## src/rtl/hash_row_merger_fifo_if.sv

```systemverilog
// Handshake bundle for the row merger: sparse input beats in, merged issue rows out.
interface hash_row_merger_fifo_if #(
    parameter int unsigned LANES  = 8,
    parameter int unsigned ADDR_W = 32,
    parameter int unsigned MML_W  = 5
);
    logic                      in_valid;
    logic                      in_ready;
    logic [ADDR_W-1:0]         in_head_addr;
    logic [LANES-1:0]          in_row_valid;
    logic [LANES-1:0]          in_hist_valid;
    logic [LANES*ADDR_W-1:0]   in_hist_addr;
    logic [LANES*MML_W-1:0]    in_mml;
    logic [LANES-1:0]          in_can_ext;
    logic [LANES*8-1:0]        in_data;
    logic                      in_delim;

    logic                      out_valid;
    logic                      out_ready;
    logic [ADDR_W-1:0]         out_head_addr;
    logic [LANES-1:0]          out_row_valid;
    logic [LANES-1:0]          out_hist_valid;
    logic [LANES*ADDR_W-1:0]   out_hist_addr;
    logic [LANES*MML_W-1:0]    out_mml;
    logic [LANES-1:0]          out_can_ext;
    logic [LANES*8-1:0]        out_data;
    logic                      out_delim;
    logic [1:0]                out_cause;

    modport master (
        output in_valid, in_head_addr, in_row_valid, in_hist_valid, in_hist_addr,
               in_mml, in_can_ext, in_data, in_delim, out_ready,
        input  in_ready, out_valid, out_head_addr, out_row_valid, out_hist_valid,
               out_hist_addr, out_mml, out_can_ext, out_data, out_delim, out_cause
    );

    modport slave (
        input  in_valid, in_head_addr, in_row_valid, in_hist_valid, in_hist_addr,
               in_mml, in_can_ext, in_data, in_delim, out_ready,
        output in_ready, out_valid, out_head_addr, out_row_valid, out_hist_valid,
               out_hist_addr, out_mml, out_can_ext, out_data, out_delim, out_cause
    );
endinterface

```

## src/rtl/hash_row_merger_fifo.sv

```systemverilog
// Merges sparse per-lane hash beats into complete issue rows and queues them
// in a DEPTH-entry FIFO, tagging each row with the reason it was flushed.
module hash_row_merger_fifo #(
    parameter int unsigned LANES  = 8,
    parameter int unsigned ADDR_W = 32,
    parameter int unsigned MML_W  = 5,
    parameter int unsigned DEPTH  = 4,
    parameter int unsigned TMO_W  = 8
) (
    input  logic                     clk,
    input  logic                     rst,
    input  logic [$clog2(LANES):0]   cfg_max_beats,
    input  logic [TMO_W-1:0]         cfg_timeout,
    hash_row_merger_fifo_if.slave    bus,
    output logic [31:0]              flush_cnt
);
    localparam int unsigned CW   = $clog2(LANES) + 1;
    localparam int unsigned CW1  = CW + 1;
    localparam int unsigned PW   = $clog2(DEPTH);
    localparam int unsigned CNTW = PW + 1;

    typedef struct packed {
        logic [ADDR_W-1:0]       head_addr;
        logic [LANES-1:0]        row_valid;
        logic [LANES-1:0]        hist_valid;
        logic [LANES*ADDR_W-1:0] hist_addr;
        logic [LANES*MML_W-1:0]  mml;
        logic [LANES-1:0]        can_ext;
        logic [LANES*8-1:0]      data;
        logic                    delim;
    } row_t;

    typedef struct packed {
        row_t       row;
        logic [1:0] cause;
    } entry_t;

    typedef enum logic {S_RECV, S_DRAIN} state_t;

    state_t            state, state_nxt;
    row_t              acc, merged;
    logic [CW-1:0]     acc_beats;
    logic [TMO_W-1:0]  idle_cnt;

    entry_t            mem [DEPTH];
    logic [PW-1:0]     wr_ptr, rd_ptr;
    logic [CNTW-1:0]   count;
    logic              fifo_full, pop;

    logic              acc_nonempty, collision, timeout_hit;
    logic              hit_count, hit_full, flush_cond;
    logic              accept, push, flush_accept, drain_push;
    logic [CW-1:0]     max_eff;
    logic [1:0]        accept_cause;
    entry_t            push_entry;

    assign fifo_full    = (count == CNTW'(DEPTH));
    assign bus.out_valid = (count != '0);
    assign pop          = bus.out_valid & bus.out_ready;

    assign acc_nonempty = |acc.row_valid;
    assign collision    = bus.in_valid & |(bus.in_row_valid & acc.row_valid);
    assign max_eff      = (cfg_max_beats == '0) ? CW'(1) : cfg_max_beats;
    assign hit_count    = (CW1'(acc_beats) + CW1'(1)) >= CW1'(max_eff);
    assign hit_full     = &merged.row_valid;
    assign flush_cond   = hit_count | hit_full | bus.in_delim;
    assign accept_cause = bus.in_delim ? 2'd2 : (hit_full ? 2'd1 : 2'd0);
    assign timeout_hit  = acc_nonempty & ~bus.in_valid & (cfg_timeout != '0)
                        & (idle_cnt == cfg_timeout - TMO_W'(1));

    // Lanes carried by the beat overwrite the accumulator; hist_valid stays masked by row_valid.
    always_comb begin
        merged           = acc;
        merged.head_addr = bus.in_head_addr;
        merged.data      = bus.in_data;
        merged.delim     = bus.in_delim;
        merged.row_valid = acc.row_valid | bus.in_row_valid;
        for (int unsigned i = 0; i < LANES; i++) begin
            if (bus.in_row_valid[i]) begin
                merged.hist_valid[i]                  = bus.in_hist_valid[i];
                merged.hist_addr[i*ADDR_W +: ADDR_W]  = bus.in_hist_addr[i*ADDR_W +: ADDR_W];
                merged.mml[i*MML_W +: MML_W]          = bus.in_mml[i*MML_W +: MML_W];
                merged.can_ext[i]                     = bus.in_can_ext[i];
            end
        end
    end

    always_ff @(posedge clk or posedge rst) begin
        if (rst) state <= S_RECV;
        else     state <= state_nxt;
    end

    always_comb begin
        state_nxt    = state;
        bus.in_ready = 1'b0;
        accept       = 1'b0;
        flush_accept = 1'b0;
        drain_push   = 1'b0;
        push         = 1'b0;
        push_entry   = '{row: merged, cause: accept_cause};
        case (state)
            S_RECV: begin
                bus.in_ready = ~rst & ~fifo_full & ~collision;
                accept       = bus.in_valid & bus.in_ready;
                flush_accept = accept & flush_cond;
                push         = flush_accept;
                if (collision | timeout_hit) state_nxt = S_DRAIN;
            end
            S_DRAIN: begin
                if (~fifo_full) begin
                    drain_push = 1'b1;
                    push       = 1'b1;
                    push_entry = '{row: acc, cause: 2'd3};
                    state_nxt  = S_RECV;
                end
            end
            default: state_nxt = S_RECV;
        endcase
    end

    always_ff @(posedge clk or posedge rst) begin
        if (rst) begin
            acc       <= '0;
            acc_beats <= '0;
            idle_cnt  <= '0;
        end else begin
            if (flush_accept | drain_push) begin
                acc       <= '0;
                acc_beats <= '0;
            end else if (accept) begin
                acc       <= merged;
                acc_beats <= acc_beats + CW'(1);
            end
            if (accept | push)      idle_cnt <= '0;
            else if (acc_nonempty)  idle_cnt <= idle_cnt + TMO_W'(1);
        end
    end

    always_ff @(posedge clk or posedge rst) begin
        if (rst) begin
            wr_ptr    <= '0;
            rd_ptr    <= '0;
            count     <= '0;
            flush_cnt <= '0;
        end else begin
            if (push) begin
                wr_ptr    <= wr_ptr + PW'(1);
                flush_cnt <= flush_cnt + 32'd1;
            end
            if (pop) rd_ptr <= rd_ptr + PW'(1);
            case ({push, pop})
                2'b10:   count <= count + CNTW'(1);
                2'b01:   count <= count - CNTW'(1);
                default: count <= count;
            endcase
        end
    end

    // Storage needs no reset: out_valid is derived from count alone.
    always_ff @(posedge clk) begin
        if (push) mem[wr_ptr] <= push_entry;
    end

    assign bus.out_head_addr  = mem[rd_ptr].row.head_addr;
    assign bus.out_row_valid  = mem[rd_ptr].row.row_valid;
    assign bus.out_hist_valid = mem[rd_ptr].row.hist_valid & mem[rd_ptr].row.row_valid;
    assign bus.out_hist_addr  = mem[rd_ptr].row.hist_addr;
    assign bus.out_mml        = mem[rd_ptr].row.mml;
    assign bus.out_can_ext    = mem[rd_ptr].row.can_ext;
    assign bus.out_data       = mem[rd_ptr].row.data;
    assign bus.out_delim      = mem[rd_ptr].row.delim;
    assign bus.out_cause      = mem[rd_ptr].cause;
endmodule

```

## src/flat_wrapper.sv

```systemverilog
// flat-port wrapper written by rule: the top's interface ports become plain ports
module hash_row_merger_fifo_flat 
#(
    parameter int unsigned LANES  = 8,
    parameter int unsigned ADDR_W = 32,
    parameter int unsigned MML_W  = 5,
    parameter int unsigned DEPTH  = 4,
    parameter int unsigned TMO_W  = 8
)
  (clk, rst, cfg_max_beats, cfg_timeout, flush_cnt, bus_in_valid, bus_in_head_addr, bus_in_row_valid, bus_in_hist_valid, bus_in_hist_addr, bus_in_mml, bus_in_can_ext, bus_in_data, bus_in_delim, bus_out_ready, bus_in_ready, bus_out_valid, bus_out_head_addr, bus_out_row_valid, bus_out_hist_valid, bus_out_hist_addr, bus_out_mml, bus_out_can_ext, bus_out_data, bus_out_delim, bus_out_cause);
  hash_row_merger_fifo_if #(.LANES(LANES), .ADDR_W(ADDR_W), .MML_W(MML_W)) bus_i ();
  input  logic clk;
  input  logic rst;
  input  logic [$clog2(LANES):0] cfg_max_beats;
  input  logic [TMO_W-1:0] cfg_timeout;
  output logic [31:0] flush_cnt;
  input wire logic [$bits(bus_i.in_valid)-1:0] bus_in_valid;
  input wire logic [$bits(bus_i.in_head_addr)-1:0] bus_in_head_addr;
  input wire logic [$bits(bus_i.in_row_valid)-1:0] bus_in_row_valid;
  input wire logic [$bits(bus_i.in_hist_valid)-1:0] bus_in_hist_valid;
  input wire logic [$bits(bus_i.in_hist_addr)-1:0] bus_in_hist_addr;
  input wire logic [$bits(bus_i.in_mml)-1:0] bus_in_mml;
  input wire logic [$bits(bus_i.in_can_ext)-1:0] bus_in_can_ext;
  input wire logic [$bits(bus_i.in_data)-1:0] bus_in_data;
  input wire logic [$bits(bus_i.in_delim)-1:0] bus_in_delim;
  input wire logic [$bits(bus_i.out_ready)-1:0] bus_out_ready;
  output wire logic [$bits(bus_i.in_ready)-1:0] bus_in_ready;
  output wire logic [$bits(bus_i.out_valid)-1:0] bus_out_valid;
  output wire logic [$bits(bus_i.out_head_addr)-1:0] bus_out_head_addr;
  output wire logic [$bits(bus_i.out_row_valid)-1:0] bus_out_row_valid;
  output wire logic [$bits(bus_i.out_hist_valid)-1:0] bus_out_hist_valid;
  output wire logic [$bits(bus_i.out_hist_addr)-1:0] bus_out_hist_addr;
  output wire logic [$bits(bus_i.out_mml)-1:0] bus_out_mml;
  output wire logic [$bits(bus_i.out_can_ext)-1:0] bus_out_can_ext;
  output wire logic [$bits(bus_i.out_data)-1:0] bus_out_data;
  output wire logic [$bits(bus_i.out_delim)-1:0] bus_out_delim;
  output wire logic [$bits(bus_i.out_cause)-1:0] bus_out_cause;
  assign bus_i.in_valid = bus_in_valid;
  assign bus_i.in_head_addr = bus_in_head_addr;
  assign bus_i.in_row_valid = bus_in_row_valid;
  assign bus_i.in_hist_valid = bus_in_hist_valid;
  assign bus_i.in_hist_addr = bus_in_hist_addr;
  assign bus_i.in_mml = bus_in_mml;
  assign bus_i.in_can_ext = bus_in_can_ext;
  assign bus_i.in_data = bus_in_data;
  assign bus_i.in_delim = bus_in_delim;
  assign bus_i.out_ready = bus_out_ready;
  assign bus_in_ready = bus_i.in_ready;
  assign bus_out_valid = bus_i.out_valid;
  assign bus_out_head_addr = bus_i.out_head_addr;
  assign bus_out_row_valid = bus_i.out_row_valid;
  assign bus_out_hist_valid = bus_i.out_hist_valid;
  assign bus_out_hist_addr = bus_i.out_hist_addr;
  assign bus_out_mml = bus_i.out_mml;
  assign bus_out_can_ext = bus_i.out_can_ext;
  assign bus_out_data = bus_i.out_data;
  assign bus_out_delim = bus_i.out_delim;
  assign bus_out_cause = bus_i.out_cause;
  hash_row_merger_fifo #(.LANES(LANES), .ADDR_W(ADDR_W), .MML_W(MML_W), .DEPTH(DEPTH), .TMO_W(TMO_W)) u_core (.clk(clk), .rst(rst), .cfg_max_beats(cfg_max_beats), .cfg_timeout(cfg_timeout), .bus(bus_i), .flush_cnt(flush_cnt));
endmodule
```

## config.mk

```make
export PLATFORM = sky130hd
export DESIGN_NAME = hash_row_merger_fifo_flat
export DESIGN_NICKNAME = d
export VERILOG_FILES = /design/src/rtl/hash_row_merger_fifo_if.sv /design/src/rtl/hash_row_merger_fifo.sv /design/src/flat_wrapper.sv
export SDC_FILE = /design/constraint.sdc
export NUM_CORES = 2
export LEC_CHECK = 0
export ABC_AREA = 1
export BUFFER_PORTS_ARGS = -buffer_cell sky130_fd_sc_hd__buf_2
export CAP_MARGIN = 20
export CORE_MARGIN = 4
export CORE_UTILIZATION = 53
export CTS_CLUSTER_DIAMETER = 30
export CTS_CLUSTER_SIZE = 16
export DETAILED_ROUTE_END_ITERATION = 6
export PLACE_DENSITY = 0.81
export SLEW_MARGIN = 0
export SYNTH_ARGS = -nofsm -noshare
export SYNTH_HDL_FRONTEND = slang
export SYNTH_SLANG_ARGS = --single-unit
export TNS_END_PERCENT = 20
```

## constraint.sdc

```tcl
create_clock -name clk -period 21.3 [get_ports clk]
set_input_delay 5.325 -clock clk [delete_from_list [all_inputs] [get_ports clk]]
set_output_delay 5.325 -clock clk [all_outputs]
set_load 0.02 [all_outputs]
```

==> flow_summary.json <==
{
  "regToRegStartpoint": "u_core.count[0]",
  "grt_start_max_net_pins": 233,
  "cts.sinks": 2145,
  "cts_buffer_depth": 4,
  "critical_path_class": "in -> out",
  "dieHeight_um": 418.3,
  "setup.worst_path.start_class": "input pin",
  "drive_gt1_share_pct": 17.85,
  "leakagePower_nw": 41.45,
  "clockPowerShare_pct": 33.0,
  "initial_core_util_pct": 53.36,
  "synth_mux_area_share_pct": 0,
  "crit_path_end": "bus_in_ready",
  "ys_ff_latch": 2145,
  "rsz0062_at_grt": "false",
  "route.detailed.drc": 1,
  "grt_pass1_wl_mm": 402.2,
  "swShare_pct": 38.93,
  "post-dp-hpwl_mm": 148.5,
  "maxSlewHeadroom_pct": 10.86,
  "crit_arrival_ns": 6.83,
  "via_count": 69550,
  "switchingPower_mw": 7.490,
  "postRouteAntennaNets": 0,
  "antenna_found_initial": 46,
  "syn-num-nets": 8541,
  "portBuffers": 885,
  "pwr-share-seq_pct": 33.0,
  "reg2reg_slack_ns": 14.97,
  "tightest_slew_ns": 1.337,
  "skew_ns": 0.06697,
  "max_freq_ghz": 0.08229,
  "h-tree-depth": 5,
  "fp.dieW_um": 418.3,
  "p_int_mw": 11.75,
  "final_util_pct": 64.85,
  "cpPeakStageDelay_ns": 0.30,
  "ir_worst_vdd_mv": 0.1710,
  "cp_max_fo": 47,
  "setup_violations": 0,
  "timing.hold.ws_ns": 0.4752,
  "yosys.area_share.adder_pct": 0.2188,
  "hold_class": "reg -> reg",
  "yosysSeqAreaShare_pct": 69.56,
  "synthCells": 8093,
  "gr-total-overflow": 0,
  "fin_tns_setup_ns": 0,
  "min_period_ns": 12.15,
  "report.power.total_mw": 19.24,
  "clk_pin_slew_worst_paths_ns": 0.05,
  "powerDensity_nw_per_um2": 177.4,
  "rows": 150,
  "io_pins": 886,
  "ys_top_cells_by_area": "edfxtp_1 (56%), dfrtp_1 (13%), o21ai_0 (9.2%)",
  "final_hold_viol_count": 0,
  "place_congestion": 0.8763,
  "synth_top_cell_by_area": "edfxtp_1",
  "clk_latency_ns": 0.95,
  "dr.first_iter.drc_count": 9240,
  "path_buf_inv": 3,
  "yosys_warnings": 0,
  "netlist.area_leader.share_pct": 56.41,
  "violations": "design-rule violations",
  "cts_tree": "built",
  "cts_buffers": 400,
  "path_depth": 8,
  "die-area_um2": 175000,
  "wl_mm": 270.5,
  "finalMaxSlewViolations": 0,
  "postSynthAreaPerCell_um2": 11.02,
  "routedWlPerCell_um": 23.62,
  "groute.usage.overall_pct": 30.00,
  "synth_compound_area_share_pct": 13.57,
  "synth_cell_types": 38,
  "root_buffer": "clkbuf_16",
  "cp_slowest_cell": "buf_2",
  "worstPathRequired_ns": 15.98,
  "critPathTopFamily": "buffers and inverters",
  "reg2regPathDepth": 9,
  "cp-end-kind": "output pin",
  "postCtsHoldBufs": 0,
  "ctsResizeCount": 0,
  "startpoint": "bus_in_row_valid[4]",
  "yosys.area_share.simple_pct": 11.46,
  "grt_pass1_vias": 67510,
  "status": "complete, but fails checks",
  "max_cap_violations": 0,
  "crit_chain": "buf_4 > inv_2 > o22ai_1 > nor2_1 > nand2_1 > a21oi_1 > and3_1 > buf_2",
  "fin_nets": 9334,
  "synth_top_family_by_area": "compound AO/OA/AOI/OAI gates",
  "cts_setup_buffers": 0,
  "dr.pass1.iters": 7,
  "viasPerCell": 6.072,
  "combinationalPowerShare_pct": 33.9,
  "worstReg2RegEnd": "u_core.mem[2][3]",
  "syn-cell-area_um2": 89220,
  "synth-xor-area-share_pct": 0.3141,
  "fin_crit_sh_pct": 57.05,
  "core-area_um2": 167200,
  "syn2layout_area_growth_pct": 21.54
}
## synthesized netlist by cell type
master / n
a21o_1: 1
a21oi_1: 18
a31o_2: 1
and2_1: 1
and3_1: 1
buf_2: 160
buf_4: 5
buf_6: 37
buf_8: 1
clkbuf_1: 376
clkinv_1: 1
dfrtp_1: 469
edfxtp_1: 1676
fa_1: 1
ha_1: 14
inv_1: 433
inv_2: 9
inv_4: 1
nand2_1: 1245
nand2_2: 1
nand2_4: 2
nand3_1: 370
nand3b_1: 6
nand4_1: 9
nor2_1: 907
nor2_2: 1
nor2_4: 2
nor3_1: 15
nor3b_1: 1
nor3b_2: 2
o21a_1: 1
o21ai_0: 1648
o21ai_1: 223
o22ai_1: 421
or2_1: 1
or2_2: 1
xnor2_1: 8
xor2_1: 24
## cell usage in the layout, fill, tap and decap left out, drive strengths merged
cell type     n
edfxtp     1676
o21a          1
dfrtp       469
a21o          1
xnor2         8
bufinv       55
xor2         24
nand3b        6
buf         970
and3          1
nor2        910
nor3b         3
nand3       370
o21ai      1871
diode        40
nand2      1248
fa            1
clkinv      136
a21oi        18
clkbuf      478
inv         471
ha           14
clkinvlp     30
or2           2
nand4         9
o22ai       421
a31o          1
nor3         15
and2          1
## worst reg2reg max path, stage by stage (launching register included)
cell and delay, ns:
dfrtp_1 0.37, inv_2 0.07, nand3_1 0.17, nand2_4 0.46, nand2_8 0.71, nand2_4 0.53
nor2_4 0.97, buf_12 0.61, buf_4 1.09, buf_4 0.88
## final cells by class
type,instances,area [µm²]
sequential,2145,62070
fill,11290,58780
multi-input combinational,4925,22860
clock buffer,478,10670
timing repair buffer,970,5335
clock inverter,248,2953
tap,2204,2758
inverter,444,1698
antenna,40,100.1
## routing by layer
layer  track usage (%)  routed length, µm
met1             36.41              94490
met2             47.46             127300
met3             7.139              26370
met4             21.18              22210
met5            0.3612                161
## stage by stage
step / setup WS [ns] / cells / area [µm²]
global route: 9.047 / 11440 / 108400
detailed placement: 9.214 / 10680 / 94580
global placement: 9.164 / 10680 / 94580
finish: 9.148 / 11450 / 108400
floorplan: 2.538 / 8093 / 89260
CTS: 9.201 / 11410 / 108200
## worst min path at each step
stage | depth (start not counted) | end | slack [ns] | startpoint
floorplan | 2 | u_core.acc[36] | 0.45 | u_core.acc[36]
global placement | 2 | u_core.acc[44] | 0.46 | u_core.acc[44]
detailed placement | 2 | u_core.acc[40] | 0.47 | u_core.acc[40]
CTS | 2 | u_core.acc[62] | 0.48 | u_core.acc[62]
global route | 2 | u_core.acc[39] | 0.49 | u_core.acc[39]
finish | 2 | u_core.acc[405] | 0.48 | u_core.acc[405]
## cells by family (layout without fill, tap and decap cells)
| logic type | after synthesis | count (layout) |
|---|---|---|
| buffers and inverters | 1023 | 2140 |
| DFF | 2145 | 2145 |
| adders and majority gates | 15 | 15 |
| and+or+nand+nor | 2565 | 2565 |
| xor gates and xnor gates | 32 | 32 |
| AOI/OAI and AO/OA | 2313 | 2313 |
| other | 0 | 40 |
## sequential cells by signal (all words and copies together), names as in the netlist, 2 cells and up
signal	count
u_core.acc	417
u_core.acc_beats	4
u_core.count	3
u_core.flush_cnt	32
u_core.idle_cnt	8
u_core.mem	1676
u_core.rd_ptr	2
u_core.wr_ptr	2
## power groups by stage
stage | Clock (mW) | Combinational [mW] | Sequential (mW)
global placement | 0 | 6.10 | 6.34
CTS | 6.39 | 6.39 | 6.34
global route | 6.62 | 6.97 | 6.41
detailed placement | 0 | 6.28 | 6.38
finish | 6.36 | 6.53 | 6.35
floorplan | 0 | 4.06 | 6.44
Power figures use the tool's default switching activity.
